[src/rtl/muntjac_pkg.sv]
// Shared front-end types for the fetch path.
//   exc_cause_t     : fetch fault cause codes
//   fetched_instr_t : one aligned instruction handed to the instruction buffer
package muntjac_pkg;

  typedef enum logic [3:0] {
    EXC_CAUSE_INSN_ADDR_MISA     = 4'd0,
    EXC_CAUSE_INSTR_ACCESS_FAULT = 4'd1,
    EXC_CAUSE_ILLEGAL_INSN       = 4'd2,
    EXC_CAUSE_BREAKPOINT         = 4'd3,
    EXC_CAUSE_INSTR_PAGE_FAULT   = 4'd12
  } exc_cause_t;

  typedef struct packed {
    logic [63:0] pc;
    logic [31:0] instr_word;
    logic [3:0]  if_reason;
    logic        ex_valid;
    exc_cause_t  exception;
  } fetched_instr_t;

endpackage

[src/rtl/muntjac_instr_align.sv]
// Instruction aligner: splits 4-byte-aligned fetch words into up to two
// RISC-V instructions (16- or 32-bit), carrying the lower half of a 32-bit
// instruction that straddles two fetch words in a one-entry pending register.
//
// Ports
//   clk_i, rst_ni      : clock, async active-low reset
//   flush_i            : drop the pending half-word at the next edge
//   req_valid_i/ready_o: fetch word handshake
//   req_pc_i           : PC of first useful half-word
//   req_word_i         : fetched word
//   req_if_reason_i    : nonzero marks a redirect target (pending ignored)
//   req_ex_valid_i,
//   req_exception_i    : fetch fault and its cause
//   out_ready_i        : downstream accepts both slots
//   out_valid_o        : slot valids (slot 0 oldest)
//   out_instr_o        : aligned instructions
module muntjac_instr_align
  import muntjac_pkg::*;
(
  input  logic                     clk_i,
  input  logic                     rst_ni,
  input  logic                     flush_i,
  input  logic                     req_valid_i,
  output logic                     req_ready_o,
  input  logic [63:0]              req_pc_i,
  input  logic [31:0]              req_word_i,
  input  logic [3:0]               req_if_reason_i,
  input  logic                     req_ex_valid_i,
  input  exc_cause_t               req_exception_i,
  input  logic                     out_ready_i,
  output logic [1:0]               out_valid_o,
  output fetched_instr_t [1:0]     out_instr_o
);

  function automatic logic is_compressed(input logic [15:0] half);
    return half[1:0] != 2'b11;
  endfunction

  logic        pend_valid_q, pend_valid_d;
  logic [15:0] pend_half_q;
  logic [63:0] pend_pc_q;

  logic [15:0] lo_half, hi_half;
  logic [63:0] hi_pc;
  logic        use_pend;
  logic        upper_en;
  logic        slot_sel;
  logic        handshake;

  assign lo_half  = req_word_i[15:0];
  assign hi_half  = req_word_i[31:16];
  assign hi_pc    = {req_pc_i[63:2], 2'b10};
  // A redirect target never continues a previous instruction.
  assign use_pend = pend_valid_q && (req_if_reason_i == 4'd0);

  always_comb begin
    out_valid_o  = 2'b00;
    out_instr_o  = '0;
    pend_valid_d = 1'b0;
    upper_en     = 1'b0;
    slot_sel     = 1'b0;

    if (req_valid_i) begin
      if (req_ex_valid_i) begin
        // Faulting word: one slot carrying the fault, nothing retained.
        out_valid_o                  = 2'b01;
        out_instr_o[0].pc            = use_pend ? pend_pc_q : req_pc_i;
        out_instr_o[0].instr_word    = req_word_i;
        out_instr_o[0].ex_valid      = 1'b1;
        out_instr_o[0].exception     = req_exception_i;
      end else if (use_pend) begin
        out_valid_o[0]               = 1'b1;
        out_instr_o[0].pc            = pend_pc_q;
        out_instr_o[0].instr_word    = {lo_half, pend_half_q};
        upper_en                     = 1'b1;
        slot_sel                     = 1'b1;
      end else if (!req_pc_i[1]) begin
        out_valid_o[0]               = 1'b1;
        out_instr_o[0].pc            = req_pc_i;
        if (is_compressed(lo_half)) begin
          out_instr_o[0].instr_word  = {16'h0000, lo_half};
          upper_en                   = 1'b1;
          slot_sel                   = 1'b1;
        end else begin
          out_instr_o[0].instr_word  = req_word_i;
        end
      end else begin
        upper_en                     = 1'b1;
      end

      // Upper half lands in the next free slot, or waits for its partner.
      if (upper_en) begin
        if (is_compressed(hi_half)) begin
          out_valid_o[slot_sel]            = 1'b1;
          out_instr_o[slot_sel].pc         = hi_pc;
          out_instr_o[slot_sel].instr_word = {16'h0000, hi_half};
        end else begin
          pend_valid_d = 1'b1;
        end
      end

      if (out_valid_o[0]) out_instr_o[0].if_reason = req_if_reason_i;
    end
  end

  assign req_ready_o = out_ready_i || !out_valid_o[0];
  assign handshake   = req_valid_i && req_ready_o;

  always_ff @(posedge clk_i or negedge rst_ni) begin
    if (!rst_ni)        pend_valid_q <= 1'b0;
    else if (flush_i)   pend_valid_q <= 1'b0;
    else if (handshake) pend_valid_q <= pend_valid_d;
  end

  // Payload is meaningless while the valid bit is clear, so no reset.
  always_ff @(posedge clk_i) begin
    if (handshake && pend_valid_d) begin
      pend_half_q <= hi_half;
      pend_pc_q   <= hi_pc;
    end
  end

endmodule

[config.mk]
export PLATFORM = sky130hd
export DESIGN_NAME = muntjac_instr_align
export DESIGN_NICKNAME = d
export VERILOG_FILES = /design/src/rtl/muntjac_pkg.sv /design/src/rtl/muntjac_instr_align.sv
export SDC_FILE = /design/constraint.sdc
export NUM_CORES = 1
export LEC_CHECK = 0
export BUFFER_PORTS_ARGS = -buffer_cell sky130_fd_sc_hd__buf_2
export CAP_MARGIN = 20
export CORE_AREA = 3 3 123 125
export CTS_BUF_LIST = sky130_fd_sc_hd__clkbuf_16
export DETAILED_ROUTE_END_ITERATION = 7
export DIE_AREA = 0 0 126 128
export PLACE_DENSITY_LB_ADDON = 0.1
export SETUP_SLACK_MARGIN = 0.02
export SLEW_MARGIN = 20
export SYNTH_ARGS = -nofsm -noshare
export SYNTH_HDL_FRONTEND = slang
export SYNTH_SLANG_ARGS = --single-unit
[constraint.sdc]
create_clock -name clk_i -period 6.7 [get_ports clk_i]
set_clock_uncertainty 0.05 [all_clocks]
set_input_delay 0.67 -clock clk_i [delete_from_list [all_inputs] [get_ports clk_i]]
set_output_delay 0.67 -clock clk_i [all_outputs]
set_load 0.01 [all_outputs]
# Word level (Yosys, flattened, before mapping)

Cells that the tools add are included.

Register bits: 79
Input port bits: 110
Output and inout bits: 213
Word-level logic and storage cells: 59

Order comparisons: 2
Eq/ne operators: 2
Mux-type cells: 43
Bitwise gates (word level): 1
Reductions and logical operators: 8

Operator list:

| kind                                                                          | count |
|---|---|
| 210-bit two-way mux                                                           | 3 |
| 210-bit bitwise mux                                                           | 2 |
| 96-bit two-way mux                                                            | 4 |
| 105-bit demux with 1-bit select                                               | 2 |
| 105-bit two-way mux                                                           | 1 |
| 64-bit two-way mux                                                            | 1 |
| 41-bit two-way mux                                                            | 1 |
| 32-bit two-way mux                                                            | 1 |
| 1-bit two-way mux                                                             | 20 |
| 5-bit two-way mux                                                             | 2 |
| 2-bit two-way mux                                                             | 4 |
| 1-bit logical AND                                                             | 4 |
| 4-bit zero test                                                               | 1 |
| 4-bit two-way mux                                                             | 1 |
| 2-bit inequality test (second input constant)                                 | 2 |
| 1-bit by 2-bit less-than comparator with 1-bit output (second input constant) | 1 |
| 2-bit OR                                                                      | 1 |
| 2-bit nonzero test                                                            | 1 |
| 1-bit demux with 1-bit select                                                 | 1 |
| 1-bit >= comparator (second input constant)                                   | 1 |
| 1-bit zero test                                                               | 1 |
| 1-bit logical OR                                                              | 1 |

# Depth between registers and ports, before layout

Gate-level depths: netlist (run 1).

Word-level depth: 20
Depth in mapped cells: 7
Gate-level depth less buffers: 4

# Worst setup path after synthesis (run 1)

OpenSTA, ideal clock, no wires.

Path kind: in2reg
Start point: input req_if_reason_i[0]
End point: register pend_half_q[0], enable pin
Library setup time: 515 ps
Arrival: 4,859 ps
Required time: 6,135 ps
Setup slack: 1,276 ps
Stages on the path: 4
Path buffers: 1
Cell sequence: nor4_2 -> a211oi_1 -> clkbuf_1 -> nor2_1

Longest elaborated chain between the ends: 18
Elaborated cells on any way between the ends: 27
Those cells by class: order compare: 2; mux: 17; bitwise: 1; reduce/logical: 7

Ends and longest elaborated chain:

| item                                                                                                               | line                       | RTL |
|---|---|---|
| start, declared                                                                                                    | muntjac_instr_align.sv:27  | `input logic [3:0] req_if_reason_i,` |
| 4-bit zero test *                                                                                                  | muntjac_instr_align.sv:54  | `assign use_pend = pend_valid_q && (req_if_reason_i == 4'd0);` |
| 1-bit logical AND *                                                                                                | muntjac_instr_align.sv:54  |  |
| 1-bit two-way mux                                                                                                  | muntjac_instr_align.sv:71  | `end else if (use_pend) begin` |
| 1-bit two-way mux                                                                                                  | muntjac_instr_align.sv:64  | `if (req_ex_valid_i) begin` |
| 1-bit two-way mux                                                                                                  | muntjac_instr_align.sv:63  | `if (req_valid_i) begin` |
| 1-bit by 2-bit less-than comparator with 1-bit output (not written as such) or 1-bit >= comparator (tied branches) | muntjac_instr_align.sv:94  | `out_valid_o[slot_sel] = 1'b1;` |
| 1-bit logical AND (not written as such)                                                                            | muntjac_instr_align.sv:94  |  |
| 1-bit two-way mux (not written as such)                                                                            | muntjac_instr_align.sv:94  |  |
| 1-bit demux with 1-bit select                                                                                      | muntjac_instr_align.sv:94  |  |
| 2-bit OR (no source line)                                                                                          | -                          |  |
| 2-bit two-way mux                                                                                                  | muntjac_instr_align.sv:93  | `if (is_compressed(hi_half)) begin` |
| 2-bit two-way mux                                                                                                  | muntjac_instr_align.sv:92  | `if (upper_en) begin` |
| 2-bit two-way mux (2 in series)                                                                                    | muntjac_instr_align.sv:63  |  |
| 1-bit zero test                                                                                                    | muntjac_instr_align.sv:106 | `assign req_ready_o = out_ready_i \|\| !out_valid_o[0];` |
| 1-bit logical OR                                                                                                   | muntjac_instr_align.sv:106 |  |
| 1-bit logical AND                                                                                                  | muntjac_instr_align.sv:107 | `assign handshake = req_valid_i && req_ready_o;` |
| 1-bit logical AND *                                                                                                | muntjac_instr_align.sv:117 | `if (handshake && pend_valid_d) begin` |
| end signal, assigned                                                                                               | muntjac_instr_align.sv:118 | `pend_half_q <= hi_half;` |
| end, declared                                                                                                      | muntjac_instr_align.sv:40  | `logic [15:0] pend_half_q;` |

Mark *: on every way between the ends. The rest lies on a longest branch, timed or not. The select of a mux whose other input is x is not followed.
A chain may end at the register's enable or synchronous reset.

==> flow_metrics.py, run 1 <==
metrics = {
    "placed_design": {
        "io_buffers": 296,
        "dp_hpwl_um": 12300,
        "gp_congestion": 0.852,
    },
    "power_and_ir_drop": {
        "irDropWorstVdd_v": 0.000132,
        "leakage_uw": 0.00343,
        "pwr_density_cell_nw_per_um2": 181,
    },
    "synthesis": {
        "synth.distinct_cells": 37,
        "synth_seq_area_share_pct": 45.4,
        "synthTopCellsByArea": "edfxtp_1, and2_1, a21boi_1, nand3_1, nand2_1",
        "yosysWarnings": 0,
        "yosysTopAreaCell": "edfxtp_1",
        "netlist_area_um2": 5210,
        "netlist_instances": 578,
        "synth_top_cell_area_share_pct": 45.0,
        "synth-seq-cells": 79,
        "syn_avg_cell_area_um2": 9.01,
    },
    "detailed_routing": {
        "wl_met3_um": 1240,
        "viasPerCell": 5.06,
        "wl_um": 17500,
        "ant_nets": 0,
        "wl_met2_um": 8770,
        "vias": 5175,
        "wl_met1_um": 7340,
        "drt_iter0_markers": 294,
        "drcViolationCount": 0,
        "first_pass_iters": 4,
        "top_layer": "met4",
        "wl_per_cell_um": 17.1,
    },
    "layout": {
        "syn2layout_area_growth_pct": 33.7,
        "fillers": 1371,
        "antennaDiodeCount": 0,
        "fin_nets": 948,
        "drive_gt1_share_pct": 39.0,
        "layout_commonest_cell": "buf_2",
        "finish.utilization_pct": 49.8,
        "final_cell_mix": "buf_2, nand2_1, and2_1",
    },
    "global_route": {
        "grt_max_degree": 81,
        "first_global_vias": 4839,
        "antenna_found_initial": 0,
        "grt_overflow": 0,
        "grt_use_total_pct": 20.5,
        "grt_pass1_wl_um": 26800,
    },
    "floorplan": {
        "die-width_um": 126,
        "core_um2": 14000,
        "row_count": 43,
        "die_area_um2": 16100,
        "start_util_pct": 37.2,
        "die_y_um": 128,
        "pin_count": 323,
    },
    "cts": {
        "cts_tree": "yes",
        "post_cts.repair.setup_buffers": 0,
        "htreeDepth": 3,
        "cts.sinks": 79,
        "ctsHoldBuffers": 0,
        "cts_inserted_buffers": 9,
        "clock_latency_ns": 0.32,
        "clk_root_buffer_cell": "clkbuf_16",
        "cts_buffer_depth": 2,
        "clkTransAtPathRegs_ns": 0.05,
        "cts_resized": 0,
    },
    "timing": {
        "final-hold-violation-count": 0,
        "rsz0062_at_grt": "false",
        "setup_tns_ns": 0,
        "period_share_pct": 59.7,
        "tightest_slew_ns": 1.11,
        "min_period_ns": 4.00,
        "slew_violations": 0,
        "slew_headroom_pct": 25.4,
        "setup_viol": 0,
        "clock.fmax_mhz": 250,
    },
    "worst_setup_path": {
        "arrival_ns": 3.28,
        "cp-start-kind": "primary input",
        "cp_max_fo": 51,
        "worst_setup_path_end_kind": "output port",
        "criticalPathCategory": "in2out",
        "crit_required_ns": 5.98,
    },
    "hold_path": {
        "hold_path_class": "in2async",
    },
    "job": {
        "cap_violations": 0,
    },
    "outcome": {
        "status": "finished, final reports clean",
    },
}
## area by class of cell
| class | instances | area (um2) | area share, % |
|---|---|---|---|
| Tap cell | 180 | 225 | 3.23 |
| Clock buffer | 9 | 225 | 3.23 |
| Timing Repair Buffer | 302 | 1530 | 21.9 |
| Multi-Input combinational cell | 444 | 2550 | 36.6 |
| Sequential cell | 79 | 2370 | 34.0 |
| Clock inverter | 7 | 65.1 | 0.934 |
| Inverter | 2 | 7.51 | 0.108 |
## flip-flops by register name (all words and copies together) (netlist names)
signal        cells
pend_pc_q        62
pend_valid_q      1
pend_half_q      16
## worst paths after layout
kind | startpoint | endpoint | slack, ns | cells past startpoint
worst min register to register | pend_valid_q$_DFFE_PN0P_ | pend_valid_q$_DFFE_PN0P_ | 0.77 | 2
worst min-delay path | rst_ni | pend_valid_q$_DFFE_PN0P_ | 0.06 | 1
min in group clk_i | req_pc_i[24] | pend_pc_q[24]$_DFFE_PP_ | 0.49 | 1
worst max register to register | pend_valid_q$_DFFE_PN0P_ | pend_half_q[2]$_DFFE_PP_ | 4.07 | 3
max in group asynchronous | rst_ni | pend_valid_q$_DFFE_PN0P_ | 6.45 | 1
worst max-delay path | req_if_reason_i[0] | out_instr_o[9] | 2.70 | 7
## kinds of logic after synthesis
logic type	after synthesis	share of synthesized area, %
AO/OA/AOI/OAI	114	14.6
other	1	0.0720
buffers and inverters	80	8.10
AND/OR/NAND/NOR	290	29.1
multiplexers	14	2.69
flip-flops	79	45.4
## synthesized netlist by cell type
cell      number
dfrtp_1        1
nor3b_1        1
o31a_1         2
nor2_4         1
o21a_1         1
nand3_1       63
nand2_1       81
a21boi_1      63
a211oi_1       1
a31oi_1        2
and2_1        79
nor3_2         1
conb_1         1
inv_2          2
nor4_2         1
o32ai_1        1
o21ai_0       10
a21oi_1       20
and4bb_2       1
nor3_1        30
edfxtp_1      78
and3_1         8
buf_2         10
or2_1          1
clkbuf_1      40
or4_1          1
buf_6          1
o21ai_1       10
o211a_1        2
buf_4         27
mux2i_1       14
o21bai_1       2
nand2b_1      16
nor2_1         3
nand4b_1       1
or3_1          1
or2_2          1
## power breakdown
part           internal, uW  switching (uW)  total (uW)
logic                  93.4             134         227
registers               553            2.53         556
clock network           286             192         478
total                   933             328        1260
## metrics by stage
stage | setup WS [ns] | power (uW) | cells | instance area [um2] | hold slack, ns
6_report | 2.70 | 1260 | 1023 | 6970 | 0.0627
5_1_grt | 2.48 | 1320 | 1023 | 6970 | 0.0434
4_1_cts | 2.49 | 1280 | 1023 | 6950 | 0.0484
3_5_place_dp | 2.44 | 793 | 1007 | 6660 | 0.396
3_3_place_gp | 2.70 | 790 | 1007 | 6660 | 0.397
2_1_floorplan | 1.28 | 691 | 603 | 5300 | 0.324
## metal layers
layer,GRT usage (%),vias to the layer above
met3,4.75,8
met1,26.5,2458
met5,0,-
met2,35.8,218
li1,-,2491
met4,3.15,0
## worst max-delay path: stages
cell and delay [ns]:
buf_2 0.11, or4_1 0.67, nor2_4 0.64, buf_4 0.58, o31a_1 0.21, o211a_1 0.19, buf_2 0.15
Power figures use the tool's default switching activity.
==> inputs of run 2 (changes only) <==
- CORE_AREA: 3 3 123 125 -> 3 3 126 128
- DIE_AREA: 0 0 126 128 -> 0 0 129 131
- clock period: 6.7 -> 3.3 ns (I/O delays scaled with it)
==> flow_metrics.py, run 2 (same netlist as run 1, synthesis figures left out) <==
metrics = {
    "floorplan": {
        "die_y_um": 131,
        "die-width_um": 129,
        "row_count": 45,
        "die_area_um2": 16900,
        "start_util_pct": 34.8,
        "pin_count": 323,
        "core_um2": 15000,
    },
    "hold_path": {
        "whs_endpoint": "pend_pc_q[63]$_DFFE_PP_",
        "min_from": "req_pc_i[63]",
        "hold_path_depth": 1,
        "hold_path_class": "in2reg",
    },
    "power_and_ir_drop": {
        "p_sw_uw": 660,
        "p_int_uw": 1970,
        "p_seq_share_pct": 42.9,
        "pwr_density_cell_nw_per_um2": 370,
        "comb_power_share_pct": 17.7,
        "clockPowerShare_pct": 39.3,
        "swShare_pct": 25.1,
        "irDropWorstVdd_v": 0.000191,
        "leakage_uw": 0.00348,
    },
    "global_route": {
        "grt_pass1_wl_um": 26100,
        "met3_usage_pct": 5.00,
        "grt_use_total_pct": 19.8,
        "grt_overflow": 0,
        "grt.busiest_layer": "met2",
        "first_global_vias": 4753,
        "use_met1_pct": 24.7,
        "gr-usage-met2_pct": 33.8,
        "antenna_found_initial": 2,
        "grt_max_degree": 71,
    },
    "timing": {
        "setup_tns_ns": 0,
        "rsz0062_at_grt": "false",
        "slew_headroom_pct": 44.1,
        "period_share_pct": 86.2,
        "slew_violations": 0,
        "final-hold-violation-count": 0,
        "tightest_slew_ns": 0.838,
        "min_period_ns": 2.84,
        "clock.fmax_mhz": 352,
        "setup_viol": 0,
    },
    "detailed_routing": {
        "wl_um": 17600,
        "drt_iter0_markers": 239,
        "wl_per_cell_um": 16.9,
        "first_pass_iters": 7,
        "vias": 5217,
        "viasPerCell": 5.01,
        "ant_nets": 0,
        "drcViolationCount": 0,
    },
    "cts": {
        "clk_root_buffer_cell": "clkbuf_16",
        "cts_buffer_depth": 2,
        "cts_tree": "yes",
        "htreeDepth": 3,
        "cts_inserted_buffers": 9,
        "post_cts.repair.setup_buffers": 0,
        "cts.sinks": 79,
        "clock_latency_ns": 0.33,
        "clkTransAtPathRegs_ns": 0.06,
    },
    "worst_setup_path": {
        "crit_slowest_cell": "or3_1",
        "crit_path_max_incr_delay_ns": 0.73,
        "cp_cell_sequence": "buf_2 > or4_1 > or3_1 > mux2i_1 > nor3_1 > buf_2",
        "reg2reg_depth": 4,
        "crit_required_ns": 2.92,
        "r2r-start": "pend_valid_q$_DFFE_PN0P_",
        "criticalPathCategory": "in2out",
        "rrSetupSlack_ns": 1.59,
        "cp-start-kind": "primary input",
        "cp_max_fo": 14,
        "worst_setup_path_end_kind": "output port",
        "arrival_ns": 2.46,
        "crit_family": "simple AND/OR/NAND/NOR gates",
        "path_buf_inv": 2,
        "r2r-end": "pend_pc_q[54]$_DFFE_PP_",
        "cp.depth": 6,
        "critPathMostFrequentCell": "buf_2",
    },
    "job": {
        "cap_violations": 0,
    },
    "layout": {
        "fin_nets": 958,
        "top_regs": "pend_pc_q: 62 flops, pend_half_q: 16 flops, pend_valid_q: 1 flops",
        "antennaDiodeCount": 0,
        "syn2layout_area_growth_pct": 36.3,
        "largest_reg_flops": 62,
        "final_cell_mix": "buf_2, nand2_1, and2_1",
        "design_area_um2": 7100,
        "layout_commonest_cell": "buf_2",
        "regMostFlops": "pend_pc_q",
        "fillers": 1497,
        "drive_gt1_share_pct": 39.0,
    },
    "outcome": {
        "status": "finished, final reports clean",
    },
    "placed_design": {
        "placed_area_um2": 6790,
        "io_buffers": 296,
        "gp_congestion": 0.806,
        "dp_hpwl_um": 12500,
    },
}
==> run 2: cell type report <==
type / count / area, um2 / share of cell area (%)
Clock buffer: 9 / 225 / 3.17
Clock inverter: 7 / 78.8 / 1.11
Inverter: 2 / 7.51 / 0.106
Multi-Input combinational cell: 444 / 2530 / 35.7
Sequential cell: 79 / 2370 / 33.3
Tap cell: 188 / 235 / 3.31
Timing Repair Buffer: 312 / 1650 / 23.3
==> run 2: power by group through the flow <==
stage                     Combinational [uW]  Sequential [uW]  Clock, uW
after floorplan                          253             1150          0
after global placement                   461             1150          0
after detailed placement                 467             1150          0
after CTS                                470             1130       1060
after global routing                     515             1130       1090
final                                    466             1130       1030
==> run 2: per-layer routing <==
metal / wire [um] / share of wire [%]
met1: 7040 / 40
met5: 27 / 0.15
met3: 1380 / 7.8
met4: 220 / 1.3
met2: 8920 / 51
==> run 2: what timing repair did <==
| item | 4_1_cts | 5_1_grt |
|---|---|---|
| gates resized for setup | 0 | 0 |
| hold endpoints to repair | 1 | 0 |
| hold buffers | 1 | 0 |
==> run 2: worst max-delay path by stage <==
stage,startpoint,endpoint,slack [ns]
6_report,req_if_reason_i[0],out_instr_o[11],0.46
5_1_grt,req_if_reason_i[0],out_instr_o[23],0.32
4_1_cts,req_if_reason_i[0],out_instr_o[11],0.46
3_5_place_dp,req_if_reason_i[0],out_instr_o[11],0.46
3_3_place_gp,req_if_reason_i[0],out_instr_o[30],0.32
2_1_floorplan,req_if_reason_i[0],pend_half_q[0]$_DFFE_PP_,0.38
==> run 2: through the flow <==
| step | total power, uW | util, % | worst slack [ns] | cells | hold WS (ns) |
|---|---|---|---|---|---|
| 2_1_floorplan | 1400 | - | 0.384 | 603 | -0.0156 |
| 3_3_place_gp | 1610 | 45.3 | 0.316 | 1024 | 0.0556 |
| 3_5_place_dp | 1620 | 45.3 | 0.460 | 1024 | 0.0583 |
| 4_1_cts | 2660 | 47.4 | 0.461 | 1041 | 0.123 |
| 5_1_grt | 2740 | 47.4 | 0.323 | 1041 | 0.133 |
| 6_report | 2630 | 47.4 | 0.455 | 1041 | 0.134 |
